$ cat config.mk
export PLATFORM = sky130hd
export DESIGN_NAME = alu_multicycle_unit
export DESIGN_NICKNAME = d
export VERILOG_FILES = /design/src/rtl/alu_pkg.sv /design/src/rtl/alu_multicycle_unit_multiplier.sv /design/src/rtl/alu_multicycle_unit.sv
export SDC_FILE = /design/constraint.sdc
export NUM_CORES = 1
export LEC_CHECK = 0
export ABC_AREA = 1
export CAP_MARGIN = 20
export CORE_MARGIN = 2
export CORE_UTILIZATION = 36
export DETAILED_ROUTE_END_ITERATION = 7
export GPL_TIMING_DRIVEN = 0
export MAX_ROUTING_LAYER = met4
export PLACE_DENSITY_LB_ADDON = 0.25
export SETUP_SLACK_MARGIN = 0.15
export SLEW_MARGIN = 20
export SYNTH_ARGS = -nofsm -noshare
export SYNTH_HDL_FRONTEND = slang
export SYNTH_SLANG_ARGS = --single-unit
$ cat constraint.sdc
create_clock -name clk -period 6.5 [get_ports clk]
set_input_delay 0.975 -clock clk [delete_from_list [all_inputs] [get_ports clk]]
set_output_delay 0.975 -clock clk [all_outputs]
set_load 0.1 [all_outputs]
$ cat src/rtl/alu_pkg.sv
// alu_pkg
// Shared definitions for the multicycle execute unit and the ALU control
// decoder that feeds it: the 4-bit operation codes, the multiply step
// count and the execute-unit state encoding.
package alu_pkg;

    localparam logic [3:0] OP_ADD     = 4'b0000;
    localparam logic [3:0] OP_AND     = 4'b0001;
    localparam logic [3:0] OP_LUI     = 4'b0010;
    localparam logic [3:0] OP_NOR     = 4'b0011;
    localparam logic [3:0] OP_OR      = 4'b0100;
    localparam logic [3:0] OP_SLL     = 4'b0101;
    localparam logic [3:0] OP_SRL     = 4'b0110;
    localparam logic [3:0] OP_SUB     = 4'b0111;
    localparam logic [3:0] OP_MUL     = 4'b1000;
    localparam logic [3:0] OP_ILLEGAL = 4'b1111;

    // One shift-add step per multiplier bit.
    localparam int MUL_STEPS = 32;

    typedef enum logic [1:0] {
        ST_IDLE,
        ST_SHIFT,
        ST_MUL,
        ST_DONE
    } state_t;

endpackage

$ cat src/rtl/alu_multicycle_unit_multiplier.sv
// shift_add_multiplier
// Unsigned shift-add multiplier producing the low WIDTH bits of the product.
// One multiplier bit is consumed per cycle over MUL_STEPS cycles.
// Ports:
//   clk, reset            clock and asynchronous active-high reset
//   start                 load operands and begin (ignored while busy)
//   multiplicand          operand A
//   multiplier            operand B
//   busy                  steps remain
//   done                  this cycle performs the final step
//   product               accumulator value after this cycle's step
//                         (the final product when done is high)
module shift_add_multiplier
    import alu_pkg::*;
#(
    parameter int WIDTH = 32
) (
    input  logic             clk,
    input  logic             reset,
    input  logic             start,
    input  logic [WIDTH-1:0] multiplicand,
    input  logic [WIDTH-1:0] multiplier,
    output logic             busy,
    output logic             done,
    output logic [WIDTH-1:0] product
);

    logic [WIDTH-1:0] mcand;
    logic [WIDTH-1:0] mplier;
    logic [WIDTH-1:0] acc;
    logic [5:0]       count;

    // The product output already includes the current step, so the caller can
    // capture it on the same edge as the final step without an extra cycle.
    always_comb begin
        product = mplier[0] ? acc + mcand : acc;
        busy    = (count != 6'd0);
        done    = (count == 6'd1);
    end

    always_ff @(posedge clk or posedge reset) begin
        if (reset) begin
            mcand  <= '0;
            mplier <= '0;
            acc    <= '0;
            count  <= 6'd0;
        end else if (start && !busy) begin
            mcand  <= multiplicand;
            mplier <= multiplier;
            acc    <= '0;
            count  <= 6'(MUL_STEPS);
        end else if (busy) begin
            acc    <= product;
            mcand  <= mcand << 1;
            mplier <= mplier >> 1;
            count  <= count - 6'd1;
        end
    end

endmodule

$ cat src/rtl/alu_multicycle_unit.sv
// alu_multicycle_unit
// Multicycle execute unit. Logic ops, LUI and add/sub finish in one cycle,
// shifts iterate one bit per cycle and multiply uses the shift-add engine.
// Ports:
//   clk, reset                  clock and asynchronous active-high reset
//   in_valid / in_ready         request handshake (ready only in IDLE)
//   alu_operation, a, b         op code and operands
//   out_valid / out_ready       result handshake (result held until taken)
//   result, zero, illegal       registered result, result==0, bad op code
module alu_multicycle_unit
    import alu_pkg::*;
#(
    parameter int WIDTH = 32
) (
    input  logic             clk,
    input  logic             reset,
    input  logic             in_valid,
    output logic             in_ready,
    input  logic [3:0]       alu_operation,
    input  logic [WIDTH-1:0] a,
    input  logic [WIDTH-1:0] b,
    output logic             out_valid,
    input  logic             out_ready,
    output logic [WIDTH-1:0] result,
    output logic             zero,
    output logic             illegal
);

    state_t           state, state_next;
    logic [WIDTH-1:0] work, work_next;
    logic [4:0]       count, count_next;
    logic             shift_left, shift_left_next;
    logic [WIDTH-1:0] result_next;
    logic             zero_next;
    logic             illegal_next;
    logic [WIDTH-1:0] single_result;
    logic [WIDTH-1:0] shifted;
    logic             mul_start;
    logic             mul_busy;
    logic             mul_done;
    logic [WIDTH-1:0] mul_product;

    shift_add_multiplier #(.WIDTH(WIDTH)) u_multiplier (
        .clk          (clk),
        .reset        (reset),
        .start        (mul_start),
        .multiplicand (a),
        .multiplier   (b),
        .busy         (mul_busy),
        .done         (mul_done),
        .product      (mul_product)
    );

    assign in_ready  = (state == ST_IDLE);
    assign out_valid = (state == ST_DONE);

    // Single-cycle datapath and the one-bit shifter step.
    always_comb begin
        single_result = '0;
        case (alu_operation)
            OP_ADD:  single_result = a + b;
            OP_AND:  single_result = a & b;
            OP_LUI:  single_result = {b[19:0], 12'b0};
            OP_NOR:  single_result = ~(a | b);
            OP_OR:   single_result = a | b;
            OP_SUB:  single_result = a - b;
            default: single_result = '0;
        endcase
        shifted = shift_left ? (work << 1) : (work >> 1);
    end

    // Next-state logic. Result, zero and illegal only change when an operation
    // completes, so nothing partial is ever visible.
    always_comb begin
        state_next      = state;
        work_next       = work;
        count_next      = count;
        shift_left_next = shift_left;
        result_next     = result;
        illegal_next    = illegal;
        mul_start       = 1'b0;
        case (state)
            ST_IDLE: begin
                if (in_valid) begin
                    case (alu_operation)
                        OP_ADD, OP_AND, OP_LUI, OP_NOR, OP_OR, OP_SUB: begin
                            result_next  = single_result;
                            illegal_next = 1'b0;
                            state_next   = ST_DONE;
                        end
                        OP_SLL, OP_SRL: begin
                            shift_left_next = (alu_operation == OP_SLL);
                            if (b[4:0] == 5'd0) begin
                                result_next  = a;
                                illegal_next = 1'b0;
                                state_next   = ST_DONE;
                            end else begin
                                work_next  = a;
                                count_next = b[4:0];
                                state_next = ST_SHIFT;
                            end
                        end
                        OP_MUL: begin
                            mul_start  = 1'b1;
                            state_next = ST_MUL;
                        end
                        default: begin
                            result_next  = '0;
                            illegal_next = 1'b1;
                            state_next   = ST_DONE;
                        end
                    endcase
                end
            end
            ST_SHIFT: begin
                work_next  = shifted;
                count_next = count - 5'd1;
                if (count == 5'd1) begin
                    result_next  = shifted;
                    illegal_next = 1'b0;
                    state_next   = ST_DONE;
                end
            end
            ST_MUL: begin
                // An idle engine here would mean a lost start; finishing
                // keeps the unit from hanging the pipeline.
                if (mul_done || !mul_busy) begin
                    result_next  = mul_product;
                    illegal_next = 1'b0;
                    state_next   = ST_DONE;
                end
            end
            ST_DONE: begin
                if (out_ready) begin
                    state_next = ST_IDLE;
                end
            end
            default: state_next = ST_IDLE;
        endcase
        zero_next = (result_next == '0);
    end

    // State and datapath registers; reset abandons any operation in flight.
    always_ff @(posedge clk or posedge reset) begin
        if (reset) begin
            state      <= ST_IDLE;
            work       <= '0;
            count      <= 5'd0;
            shift_left <= 1'b0;
            result     <= '0;
            zero       <= 1'b1;
            illegal    <= 1'b0;
        end else begin
            state      <= state_next;
            work       <= work_next;
            count      <= count_next;
            shift_left <= shift_left_next;
            result     <= result_next;
            zero       <= zero_next;
            illegal    <= illegal_next;
        end
    end

endmodule

* Word-level counts from Yosys, hierarchy flattened *
Cells that the tools add are included.

cells by class
  add/subtract/negate cells = 5
  eq/ne operators = 21
  multiplexer cells = 41
  bitwise gates (word level) = 3
  reduce and logical (&&, ||, !) cells = 17

operators by type and width
  operator            count
  $mux 32             15
  $pmux 32 s3         2
  $pmux 32 s6         1
  $add 32x32->32      2
  $pmux 32 s2         1
  $and 32x32->32      1
  $logic_not 32->1    1
  $not 32->32         1
  $or 32x32->32       1
  $sub 32x32->32      1
  $eq 4x3->1 const B  4
  $mux 5              3
  $mux 6              2
  $mux 2              5
  $ne 2x2->1 const B  5
  $pmux 5 s2          1
  $eq 4x2->1 const B  2
  $pmux 2 s4          1
  $reduce_and 4->1    2
  $mux 1              7
  $eq 6x1->1 const B  1
  $pmux 1 s3          2
  $reduce_and 6->1    1
  $reduce_bool 6->1   1
  21 further kinds    24

word-level totals
  bits in registers = 176
  bits of input ports = 72
  output and inout port bits = 36
  word-level logic and storage cells = 98

* Depth between registers and ports, before layout *
  depth in word-level cells = 7
  mapped depth = 33
  gate-level depth less buffers = 33

* Cells and area by module *
Synthesis repeated with hierarchy kept, for this count alone.

unflattened totals
  cells, all modules = 2,726
  area total of the unflattened synthesis = 16,908.7 µm²

modules (own cells, without submodules)
  module                instances  cells each  area each (µm²)  seq. area each (µm²)
  alu_multicycle_unit   1          1,701       9,783.1          1,853.0
  shift_add_multiplier  1          1,025       7,125.6          2,552.4

* Worst setup path before layout *
OpenSTA, ideal clock, no wires.

  path kind = input-to-reg
  start = input b[1]
  end = register zero
  setup time = 0.067 ns
  arrival = 4.215 ns
  required time = 6.433 ns
  setup slack = 2.218 ns
  stages = 31
  buffers on the path = 0
  cell sequence = inv_1 ha_1 inv_1 nor3_2 nand3_1 nor3_2 inv_1 nor4_2 nand3_1 nand2_1 o21ai_1 a21oi_1 xor2_1 ha_1 nand2_1 nor2_1 inv_1 nor3_1 and2_1 nand2_1 nand2_1 nand2_1 nand3_1 nand3_1 nand2_1 nand2_1 a21oi_1 nand2_1 nor2_1 nand3_1 nor2_1

on the way
  longest elaborated chain between the ends = 7
  elaborated cells between the ends (all ways) = 12
  classes of those cells = add/sub: 2; mux: 5; bitwise: 3; reduce/logical: 2

RTL lines
  element                                                                 RTL line                    source
  start, declared                                                         alu_multicycle_unit.sv:21   input logic [WIDTH-1:0] b,
  parallel branches: the longest is 3 deep, another holds $sub 32x32->32  -
  $pmux 32 s3 (*)                                                         alu_multicycle_unit.sv:85   case (alu_operation)
  $mux 32 (*)                                                             alu_multicycle_unit.sv:84   if (in_valid) begin
  $pmux 32 s3 (*)                                                         alu_multicycle_unit.sv:82   case (state)
  $logic_not 32->1 (*)                                                    alu_multicycle_unit.sv:140  zero_next = (result_next == '0);
  named net zero_next                                                     alu_multicycle_unit.sv:34   logic zero_next;
  end signal, assigned                                                    alu_multicycle_unit.sv:159  zero <= zero_next;
  end, declared                                                           alu_multicycle_unit.sv:25   output logic zero,

Mark *: on every way through the listed nets, which the timed path passes.
A chain may end at the register's enable or synchronous reset.

* Worst setup path after layout *
  start = input b[2]
  end = register zero

Same word-level chain as after synthesis.

==> impl_metrics.json <==
{
  "hold_class": "flop to flop",
  "p_leak_nw": 9.84,
  "p_total_w": 0.00654,
  "cts_buffers": 17,
  "via_per_inst": 5.58,
  "syn_to_final_growth_pct": 14.7,
  "crit_path_end_kind": "flop",
  "reg2reg_from": "u_multiplier.count[0]$_DFFE_PP0P_",
  "arrival_ps": 6200,
  "core_mm2": 0.0452,
  "p_comb_frac": 0.587,
  "yosysMostFrequentCell": "nand2_1",
  "synth_edf_count": 0,
  "fin_util": 0.417,
  "ctsHoldBuffers": 0,
  "cp_max_fo": 6,
  "setup_violations": 0,
  "grt_pass1_wl_mm": 117,
  "async_flop_share": 1.00,
  "preCtsSetupSlack_ps": 41.6,
  "hold_viol": 0,
  "p_sw_frac": 0.544,
  "dieArea_mm2": 0.0473,
  "htreeDepth": 4,
  "worst_slew_pin_slew_ps": 1150,
  "grt_setup_unrepaired": "false",
  "antenna_found_initial": 2,
  "netlist_area_mm2": 0.0164,
  "fmax_mhz": 172,
  "firstDrtPassIters": 6,
  "yosys_warnings": 0,
  "ys_ff_latch": 176,
  "layout_setup_ws_ps": 674,
  "grt-ovfl-total": 0,
  "synth_commonest_cells": "nand2_1, inv_1, o21ai_0",
  "grt_pass1_vias": 18000,
  "max_slew_margin": 0.223,
  "fp-row-count": 78,
  "cp.required_ps": 6870,
  "cp_slowest_cell": "clkdlybuf4s50_1",
  "drt_wl_total_mm": 79.6,
  "die-width_um": 218,
  "synth_top_cell_area_share": 0.267,
  "drc": 0,
  "p_int_w": 0.00298,
  "yosys.area.top_type": "dfrtp_1",
  "grt_start_max_net_pins": 95,
  "worstSetupStartpointType": "input port",
  "ant_nets": 0,
  "cpMostUsedCell": "nand2_1",
  "hpwl_mm": 66.2,
  "fp.dieH_um": 218,
  "io_buffers": 103,
  "ys.flop_type": "dfrtp_1",
  "finalCritPeriodShare": 0.896,
  "seqPwrFrac": 0.257,
  "synthTopCellsByArea": "dfrtp_1, nand2_1, inv_1",
  "cts.path.max_buffers": 2,
  "clk_pin_slew_worst_paths_ps": 70,
  "routedWlPerCell_um": 23.4,
  "ys_seq_area_frac": 0.268,
  "ir_drop_mv": 0.346,
  "cellPowerDensity_mw_per_mm2": 347,
  "num_io_pins": 108,
  "hp-start": "u_multiplier.count[2]$_DFFE_PP0P_",
  "finClkSkew_ps": 17.1,
  "fin_crit_ps": 5830,
  "cts_tree": "done",
  "start_util": 0.363,
  "stdcell_count": 3406,
  "status": "completed",
  "grt.total_usage": 0.346,
  "worst_hold_slack_ps": 497,
  "yosysUniqueCellTypes": 55,
  "synth.net_count": 2816,
  "crit_type": "input port to flop",
  "setup.worst_path.start": "b[2]",
  "final_layout_size_suffix_gt1_frac": 0.0403,
  "root_buffer": "clkbuf_16",
  "switchingPower_w": 0.00356,
  "maxCapViolCount": 0,
  "slowest_delay_ps": 730,
  "clock_power_share": 0.156,
  "drv_slew": 0,
  "nets": 2940,
  "clkLatencyLatePin_ps": 460,
  "vias": 19000,
  "syn_area_per_cell_um2": 6.16,
  "syn_inst": 2667,
  "first_iter_violations": 2294,
  "cts.sinks": 176,
  "numPlacedInstances": 3372,
  "gp_congestion": 1.01
}
critical path: cells and delay by family:
| family | cells | cell delay (ps) |
|---|---|---|
| AO/OA/AOI/OAI | 2 | 360 |
| buffers and inverters | 4 | 1230 |
| adder cells (fa/ha/maj) | 1 | 460 |
| AND/OR/NAND/NOR | 18 | 2990 |
| XOR/XNOR | 1 | 180 |
final cells by class:
class | instances | area, um^2
diodes | 2 | 5.00
fillers | 4925 | 26300
clock inverters | 15 | 135
well taps | 600 | 751
plain buffers | 85 | 398
repair buffers | 105 | 1090
flip-flops and latches | 176 | 4410
inverters | 481 | 1820
clock buffers | 17 | 425
multi-input cells | 1925 | 9810
power groups by stage:
stage	Sequential (W)	Combinational, W	Clock (W)
finish	0.00168	0.00384	0.00102
global route	0.00171	0.00419	0.00108
CTS	0.00167	0.00377	0.00103
detailed placement	0.00169	0.00374	0
global placement	0.00169	0.00372	0
floorplan	0.00202	0.00215	0
cells in the final DEF (no fill, tap or decap), types with 12 or more instances in the layout:
| cell | count |
|---|---|
| o211ai_1 | 17 |
| clkdlybuf4s50_1 | 101 |
| inv_2 | 13 |
| o21ai_0 | 223 |
| dfrtp_1 | 175 |
| nand2_1 | 770 |
| inv_1 | 461 |
| ha_1 | 75 |
| buf_2 | 17 |
| o221ai_1 | 45 |
| clkbuf_1 | 51 |
| nand3_1 | 203 |
| o22ai_1 | 16 |
| nor3_1 | 58 |
| nor2_1 | 185 |
| nor4_1 | 14 |
| a22oi_1 | 28 |
| xnor2_1 | 14 |
| a21oi_1 | 129 |
| xor2_1 | 31 |
| clkbuf_16 | 17 |
| or2_2 | 12 |
| nand4_1 | 23 |
metrics by stage:
stage,TNS [ps],area [um^2]
2_1_floorplan,0,16400
3_3_place_gp,-348270,18200
3_5_place_dp,0,18300
4_1_cts,0,18800
5_1_grt,0,18800
6_report,0,18800
flip-flops by register name (all words and copies together) (netlist names):
| signal | flops |
|---|---|
| state | 2 |
| u_multiplier.mcand | 32 |
| u_multiplier.acc | 32 |
| result | 32 |
| work | 32 |
| illegal | 1 |
| shift_left | 1 |
| zero | 1 |
| count | 5 |
| u_multiplier.mplier | 32 |
| u_multiplier.count | 6 |
worst paths after layout:
path / to / slack, ps / depth (start not counted)
min in group asynchronous: u_multiplier.count[4]$_DFFE_PP0P_ / 840 / 2
max in group asynchronous: count[4]$_DFFE_PP0P_ / 4560 / 4
max: zero$_DFF_PP1_ / 670 / 26
min reg2reg: u_multiplier.count[2]$_DFFE_PP0P_ / 500 / 1
min: u_multiplier.count[2]$_DFFE_PP0P_ / 500 / 1
max reg2reg: zero$_DFF_PP1_ / 2910 / 14
per-layer routing:
| layer | vias to the layer above | GRT usage | share of wire |
|---|---|---|---|
| met5 | - | - | 0 |
| met4 | 0 | 0.150 | 0.044 |
| met3 | 138 | 0.0484 | 0.075 |
| met2 | 867 | 0.538 | 0.45 |
| met1 | 9101 | 0.449 | 0.43 |
| li1 | 8889 | - | - |
timing repair:
action | in CTS | in global routing
setup buffers | 0 | 0
gates resized for setup | 0 | 4
setup endpoints to repair | 0 | 1
kinds of logic after synthesis:
family | share of synthesized area
compound gates | 0.179
flops | 0.268
buf+inv | 0.134
xor+xnor | 0.0240
simple gates | 0.335
fa+ha+maj | 0.0596
Power figures use the tool's default switching activity.
